[config.mk]
export PLATFORM = sky130hd
export DESIGN_NAME = cheat_table_flat
export DESIGN_NICKNAME = d
export VERILOG_FILES = /design/src/rtl/cheat_table_if.sv /design/src/rtl/cheat_table.sv /design/src/flat_wrapper.sv
export SDC_FILE = /design/constraint.sdc
export NUM_CORES = 2
export LEC_CHECK = 0
export ABC_AREA = 1
export BUFFER_PORTS_ARGS = -buffer_cell sky130_fd_sc_hd__buf_2
export CAP_MARGIN = 20
export CORE_ASPECT_RATIO = 1.75
export CORE_MARGIN = 2
export CORE_UTILIZATION = 25
export CTS_BUF_LIST = sky130_fd_sc_hd__clkbuf_4 sky130_fd_sc_hd__clkbuf_8
export DETAILED_ROUTE_END_ITERATION = 16
export SYNTH_ARGS = -nofsm -noshare
export SYNTH_HDL_FRONTEND = slang
export SYNTH_SLANG_ARGS = --single-unit
[constraint.sdc]
create_clock -name clk -period 68.1 [get_ports clk]
set_clock_uncertainty 0.05 [all_clocks]
set_input_delay 6.81 -clock clk [delete_from_list [all_inputs] [get_ports clk]]
set_output_delay 6.81 -clock clk [all_outputs]
set_load 0.02 [all_outputs]
[src/rtl/cheat_table_if.sv]
// Code-loading handshake between a code source (master) and cheat_table (slave).
// A code is transferred on a rising clk edge where code_valid and code_ready are both high.
interface cheat_table_if #(
  parameter int ADDR_W = 16,
  parameter int DATA_W = 8
);
  logic [ADDR_W+2*DATA_W:0] code_in;
  logic                     code_valid;
  logic                     code_ready;

  modport master (output code_in, output code_valid, input code_ready);
  modport slave  (input code_in, input code_valid, output code_ready);
endinterface

[src/rtl/cheat_table.sv]
// Cheat-code table: serial duplicate-scanning loader plus a combinational
// address/data lookup that overrides bus data with a code's replace value.
module cheat_table #(
  parameter int NUM_CODES = 32,
  parameter int ADDR_W    = 16,
  parameter int DATA_W    = 8,
  localparam int CNT_W    = $clog2(NUM_CODES + 1),
  localparam int IDX_W    = $clog2(NUM_CODES)
) (
  input  logic              clk,
  input  logic              reset,
  input  logic              enable,
  input  logic [ADDR_W-1:0] addr_in,
  input  logic [DATA_W-1:0] data_in,
  input  logic              clear,
  cheat_table_if.slave      code_if,
  output logic              genie_ovr,
  output logic [DATA_W-1:0] genie_data,
  output logic [CNT_W-1:0]  code_count,
  output logic              load_err,
  output logic [1:0]        o_dbg_state
);

  localparam logic [1:0] IDLE   = 2'd0;
  localparam logic [1:0] SCAN   = 2'd1;
  localparam logic [1:0] COMMIT = 2'd2;

  logic [1:0]        r_state;
  logic [IDX_W-1:0]  r_idx;
  logic              r_dup;
  logic [IDX_W-1:0]  r_dup_idx;
  logic [CNT_W-1:0]  r_count;

  logic              r_l_cmp;
  logic [ADDR_W-1:0] r_l_addr;
  logic [DATA_W-1:0] r_l_cmpv;
  logic [DATA_W-1:0] r_l_repl;

  logic              r_occ  [NUM_CODES];
  logic              r_act  [NUM_CODES];
  logic              r_cmp  [NUM_CODES];
  logic [ADDR_W-1:0] r_addr [NUM_CODES];
  logic [DATA_W-1:0] r_cmpv [NUM_CODES];
  logic [DATA_W-1:0] r_repl [NUM_CODES];

  logic              w_accept;
  logic              w_full;
  logic              w_same;
  logic [IDX_W-1:0]  w_wr_idx;
  logic              w_ovr;
  logic [DATA_W-1:0] w_data;

  assign code_if.code_ready = (r_state == IDLE) & ~clear;
  assign w_accept  = code_if.code_valid & code_if.code_ready;
  assign w_full    = (r_count == CNT_W'(NUM_CODES));
  assign w_wr_idx  = r_count[IDX_W-1:0];
  // Address already matches for a duplicate; only the other fields decide toggle vs overwrite.
  assign w_same    = (r_cmp[r_dup_idx] == r_l_cmp) && (r_cmpv[r_dup_idx] == r_l_cmpv) &&
                     (r_repl[r_dup_idx] == r_l_repl);
  assign load_err  = (r_state == COMMIT) & ~r_dup & w_full & ~clear;

  assign code_count  = r_count;
  assign o_dbg_state = r_state;
  assign genie_ovr   = w_ovr;
  assign genie_data  = w_data;

  always_ff @(posedge clk or posedge reset) begin
    if (reset) begin
      r_state   <= IDLE;
      r_idx     <= '0;
      r_dup     <= 1'b0;
      r_dup_idx <= '0;
      r_count   <= '0;
      r_l_cmp   <= 1'b0;
      r_l_addr  <= '0;
      r_l_cmpv  <= '0;
      r_l_repl  <= '0;
      for (int i = 0; i < NUM_CODES; i++) begin
        r_occ[i]  <= 1'b0;
        r_act[i]  <= 1'b0;
        r_cmp[i]  <= 1'b0;
        r_addr[i] <= '0;
        r_cmpv[i] <= '0;
        r_repl[i] <= '0;
      end
    end else if (clear) begin
      // Clear takes priority over any acceptance or commit in the same cycle.
      r_state   <= IDLE;
      r_idx     <= '0;
      r_dup     <= 1'b0;
      r_dup_idx <= '0;
      r_count   <= '0;
      for (int i = 0; i < NUM_CODES; i++) begin
        r_occ[i]  <= 1'b0;
        r_act[i]  <= 1'b0;
        r_cmp[i]  <= 1'b0;
        r_addr[i] <= '0;
        r_cmpv[i] <= '0;
        r_repl[i] <= '0;
      end
    end else begin
      case (r_state)
        IDLE: begin
          if (w_accept) begin
            {r_l_cmp, r_l_addr, r_l_cmpv, r_l_repl} <= code_if.code_in;
            r_idx   <= '0;
            r_dup   <= 1'b0;
            r_state <= SCAN;
          end
        end
        SCAN: begin
          if (!r_dup && r_occ[r_idx] && (r_addr[r_idx] == r_l_addr)) begin
            r_dup     <= 1'b1;
            r_dup_idx <= r_idx;
          end
          if (r_idx == IDX_W'(NUM_CODES - 1)) r_state <= COMMIT;
          else r_idx <= r_idx + IDX_W'(1);
        end
        COMMIT: begin
          if (r_dup) begin
            if (w_same) begin
              r_act[r_dup_idx] <= ~r_act[r_dup_idx];
            end else begin
              r_act[r_dup_idx]  <= 1'b1;
              r_cmp[r_dup_idx]  <= r_l_cmp;
              r_cmpv[r_dup_idx] <= r_l_cmpv;
              r_repl[r_dup_idx] <= r_l_repl;
            end
          end else if (!w_full) begin
            r_occ[w_wr_idx]  <= 1'b1;
            r_act[w_wr_idx]  <= 1'b1;
            r_cmp[w_wr_idx]  <= r_l_cmp;
            r_addr[w_wr_idx] <= r_l_addr;
            r_cmpv[w_wr_idx] <= r_l_cmpv;
            r_repl[w_wr_idx] <= r_l_repl;
            r_count          <= r_count + CNT_W'(1);
          end
          r_state <= IDLE;
        end
        default: r_state <= IDLE;
      endcase
    end
  end

  // Walk from the top down so the lowest-index hit is the one left standing.
  always_comb begin
    w_ovr  = 1'b0;
    w_data = '0;
    for (int i = NUM_CODES - 1; i >= 0; i--) begin
      if (enable && r_occ[i] && r_act[i] && (r_addr[i] == addr_in) &&
          (!r_cmp[i] || (r_cmpv[i] == data_in))) begin
        w_ovr  = 1'b1;
        w_data = r_repl[i];
      end
    end
  end

endmodule

[src/flat_wrapper.sv]
// flat-port wrapper written by rule: the top's interface ports become plain ports
module cheat_table_flat 
#(
  parameter int NUM_CODES = 32,
  parameter int ADDR_W    = 16,
  parameter int DATA_W    = 8,
  localparam int CNT_W    = $clog2(NUM_CODES + 1),
  localparam int IDX_W    = $clog2(NUM_CODES)
)
  (clk, reset, enable, addr_in, data_in, clear, genie_ovr, genie_data, code_count, load_err, o_dbg_state, code_if_code_in, code_if_code_valid, code_if_code_ready);
  cheat_table_if #(.ADDR_W(ADDR_W), .DATA_W(DATA_W)) code_if_i ();
  input  logic clk;
  input  logic reset;
  input  logic enable;
  input  logic [ADDR_W-1:0] addr_in;
  input  logic [DATA_W-1:0] data_in;
  input  logic clear;
  output logic genie_ovr;
  output logic [DATA_W-1:0] genie_data;
  output logic [CNT_W-1:0] code_count;
  output logic load_err;
  output logic [1:0] o_dbg_state;
  input wire logic [$bits(code_if_i.code_in)-1:0] code_if_code_in;
  input wire logic [$bits(code_if_i.code_valid)-1:0] code_if_code_valid;
  output wire logic [$bits(code_if_i.code_ready)-1:0] code_if_code_ready;
  assign code_if_i.code_in = code_if_code_in;
  assign code_if_i.code_valid = code_if_code_valid;
  assign code_if_code_ready = code_if_i.code_ready;
  cheat_table #(.NUM_CODES(NUM_CODES), .ADDR_W(ADDR_W), .DATA_W(DATA_W)) u_core (.clk(clk), .reset(reset), .enable(enable), .addr_in(addr_in), .data_in(data_in), .clear(clear), .code_if(code_if_i), .genie_ovr(genie_ovr), .genie_data(genie_data), .code_count(code_count), .load_err(load_err), .o_dbg_state(o_dbg_state));
endmodule
==> results_dict.tcl <==
set metrics [dict create \
    status "finished clean" \
    cts_buffers 195 \
    dp_hpwl_mm 233 \
    port_buffers 80 \
    arrival_ns 11.92 \
    pin_count 81 \
    ys_ff_latch 1172 \
    peakVddDrop_mv 0.0287 \
    crit_required_ns 61.24 \
    seq_area_mm2 0.0293 \
    antenna_left 0 \
    grt_pass1_vias 65200 \
    avgViaCountPerCell 5.77 \
    rsz0062_at_grt "false" \
    routed_wl_mm 342 \
    postCtsHoldBufs 0 \
    syn_to_final_growth_pct 12.8 \
    grt_use_total_pct 24.3 \
    yosys_most_used_dff "dfrtp_1" \
    post_cts_resize_count 0 \
    row_count 251 \
    clock_path_buffers 4 \
    finalCritPeriodShare_pct 27.6 \
    final_layout_size_suffix_gt1_share_pct 13.6 \
    core_mm2 0.267 \
    grt_pass1_wl_mm 481 \
    post-route-min-period_ns 18.78 \
    synth_top_area_share_pct 43.8 \
    instances_no_fill 11600 \
    cts_tree "built" \
    ys_top_cells_by_area "dfrtp_1 44%, o22ai_1 9.5%, inv_1 6.5%" \
    reg2reg_slack_ns 59.97 \
    holdCritPathClass "reg -> reg" \
    synth_edf_count 0 \
    yosys-top-cells-count "1172 x dfrtp_1, 1165 x inv_1, 1027 x nand2_1" \
    synth_most_common_cell "dfrtp_1" \
    holdPathStages 2 \
    clock_sinks 1172 \
    syn_inst 8032 \
    syn_nets 8100 \
    root_buffer "clkbuf_8" \
    maxSlewHeadroom_pct 16.7 \
    finalSetupViolCount 0 \
    max_freq_ghz 0.0533 \
    avgSynthCellArea_um2 8.33 \
    die_w_um 395 \
    seq_area_frac_synth_pct 43.8 \
    reg2reg_depth 19 \
    finalSetupTns_ns 0 \
    grt_antenna_before_repair 18 \
    critPathLaunchType "primary input" \
    place_congestion 1.07 \
    grt_overflow 0 \
    cts.clk_slew.worst_paths_ns 0.07 \
    initial_core_util_pct 25.1 \
    critPathMaxFanout 18 \
    p_leak_uw 0.0304 \
    drt_pre_antenna_iters 9 \
    yosys.area.top_type "dfrtp_1" \
    layout.nets 8013 \
    fillers 28800 \
    tightestPinTransition_ns 1.24 \
    wl_per_cell_um 29.4 \
    htree_num_levels 4 \
    die_area_mm2 0.272 \
    p_total_uw 1880 \
    drc_errors 0 \
    clkLatencyLatePin_ns 0.97 \
    drt_iter0_markers 8263 \
    num_vias 67100 \
    hold_violations 0 \
    p_per_area_mw_per_mm2 24.9 \
    crit_type "in -> out" \
    die_y_um 688 \
    synthArstFlopShare_pct 100 \
    synth_cell_types 59 \
    worst_setup_path_end_kind "primary output" \
    final_max_slew_viol_count 0 \
    dp.cells 11300 \
    grt_max_degree 169 \
    multi_input_comb_area_mm2 0.0305 \
    cts_setup_buffers 0 \
    synth_warnings 0 \
    drv_cap 0 \
    synth.cell_area_mm2 0.0669 \
]
## stage by stage
stage | area [um^2] | hold WS (ns) | util [%] | worst slack (ns)
floorplan | 66900 | 0.418 | - | 28.23
global placement | 71000 | 0.443 | 26.6 | 49.59
detailed placement | 71000 | 0.444 | 26.6 | 49.64
CTS | 75300 | 0.463 | 28.2 | 49.63
global route | 75400 | 0.480 | 28.3 | 49.08
finish | 75400 | 0.463 | 28.3 | 49.32
## registers in the layout, indices dropped and copies added, names as in the netlist, 16 cells and up
| name | flops |
|---|---|
| u_core.r_cmpv | 256 |
| u_core.r_act | 32 |
| u_core.r_repl | 256 |
| u_core.r_l_addr | 16 |
| u_core.r_cmp | 32 |
| u_core.r_addr | 512 |
| u_core.r_occ | 32 |
## where the power goes
group | switching, uW | internal (uW)
Sequential | 20.0 | 710
Clock | 323 | 384
Combinational | 343 | 96.9
Total | 686 | 1190
## path summary, 6_finish.rpt
path | start | to
min reg2reg | u_core.r_act[22]$_DFFE_PP0P_ | u_core.r_act[22]$_DFFE_PP0P_
min in group asynchronous | reset | u_core.r_addr[377]$_DFFE_PP0P_
max in group asynchronous | reset | u_core.r_addr[243]$_DFFE_PP0P_
max reg2reg | u_core.r_dup_idx[1]$_DFFE_PP0P_ | u_core.r_cmp[8]$_DFFE_PP0P_
max | addr_in[11] | genie_ovr
min | u_core.r_act[22]$_DFFE_PP0P_ | u_core.r_act[22]$_DFFE_PP0P_
## worst max-delay path, cell delays in order
cell and delay, ns:
buf_2 0.09, buf_4 0.27, buf_4 0.32, inv_1 0.30
buf_4 0.37, o22ai_1 0.14, nor4_1 0.26, nand4_1 0.12
nor4_1 0.89, nand2_1 0.60, inv_1 0.31, nor2_1 0.12
inv_1 0.29, nor4_1 0.18, nand4_1 0.49, buf_2 0.28
## cells by family after synthesis
group	Yosys count	share of synthesized area (%)
muxes	25	0.421
DFF	1172	43.8
AOI/OAI and AO/OA	2726	27.5
and+or+nand+nor	1962	12.8
buffers and inverters	1804	10.9
xor gates and xnor gates	337	4.41
adders and majority gates	6	0.112
## routing by layer
metal  vias up  track usage [%]  part of all wire (%)
met3      1577             4.89                   8.6
met4        14             24.2                    12
met2      4526             39.1                    46
li1      28000                -                     -
met1     33000             26.2                    34
met5         -                0                 0.029
## cells in the final DEF (no fill, tap or decap), types with 13 or more instances in the layout
| cell | count |
|---|---|
| a21oi_1 | 384 |
| a21oi_2 | 13 |
| a21oi_4 | 17 |
| a221oi_1 | 141 |
| a22oi_1 | 46 |
| a31oi_1 | 13 |
| buf_2 | 80 |
| buf_4 | 229 |
| clkbuf_4 | 53 |
| clkbuf_8 | 255 |
| clkinv_1 | 13 |
| clkinv_2 | 31 |
| dfrtp_1 | 1169 |
| inv_1 | 1162 |
| mux2_2 | 25 |
| nand2_1 | 1009 |
| nand2_2 | 19 |
| nand3_1 | 417 |
| nand3_2 | 18 |
| nand4_1 | 114 |
| nor2_1 | 228 |
| nor3_1 | 72 |
| nor4_1 | 62 |
| o21ai_0 | 630 |
| o21ai_1 | 25 |
| o21ai_2 | 30 |
| o221ai_1 | 82 |
| o22ai_1 | 1013 |
| o22ai_2 | 271 |
| o41ai_1 | 19 |
| xnor2_1 | 161 |
| xor2_1 | 176 |
## cell type report
type                       instances  area share (%)
clock inverter                    40           0.507
multi-input combinational       5056            40.4
sequential                      1172            38.9
inverter                        1190            5.96
antenna                            9          0.0298
tap                             3542            5.87
timing repair buffer             330            3.21
clock buffer                     300            5.08
(Power assumes the default switching activity.)
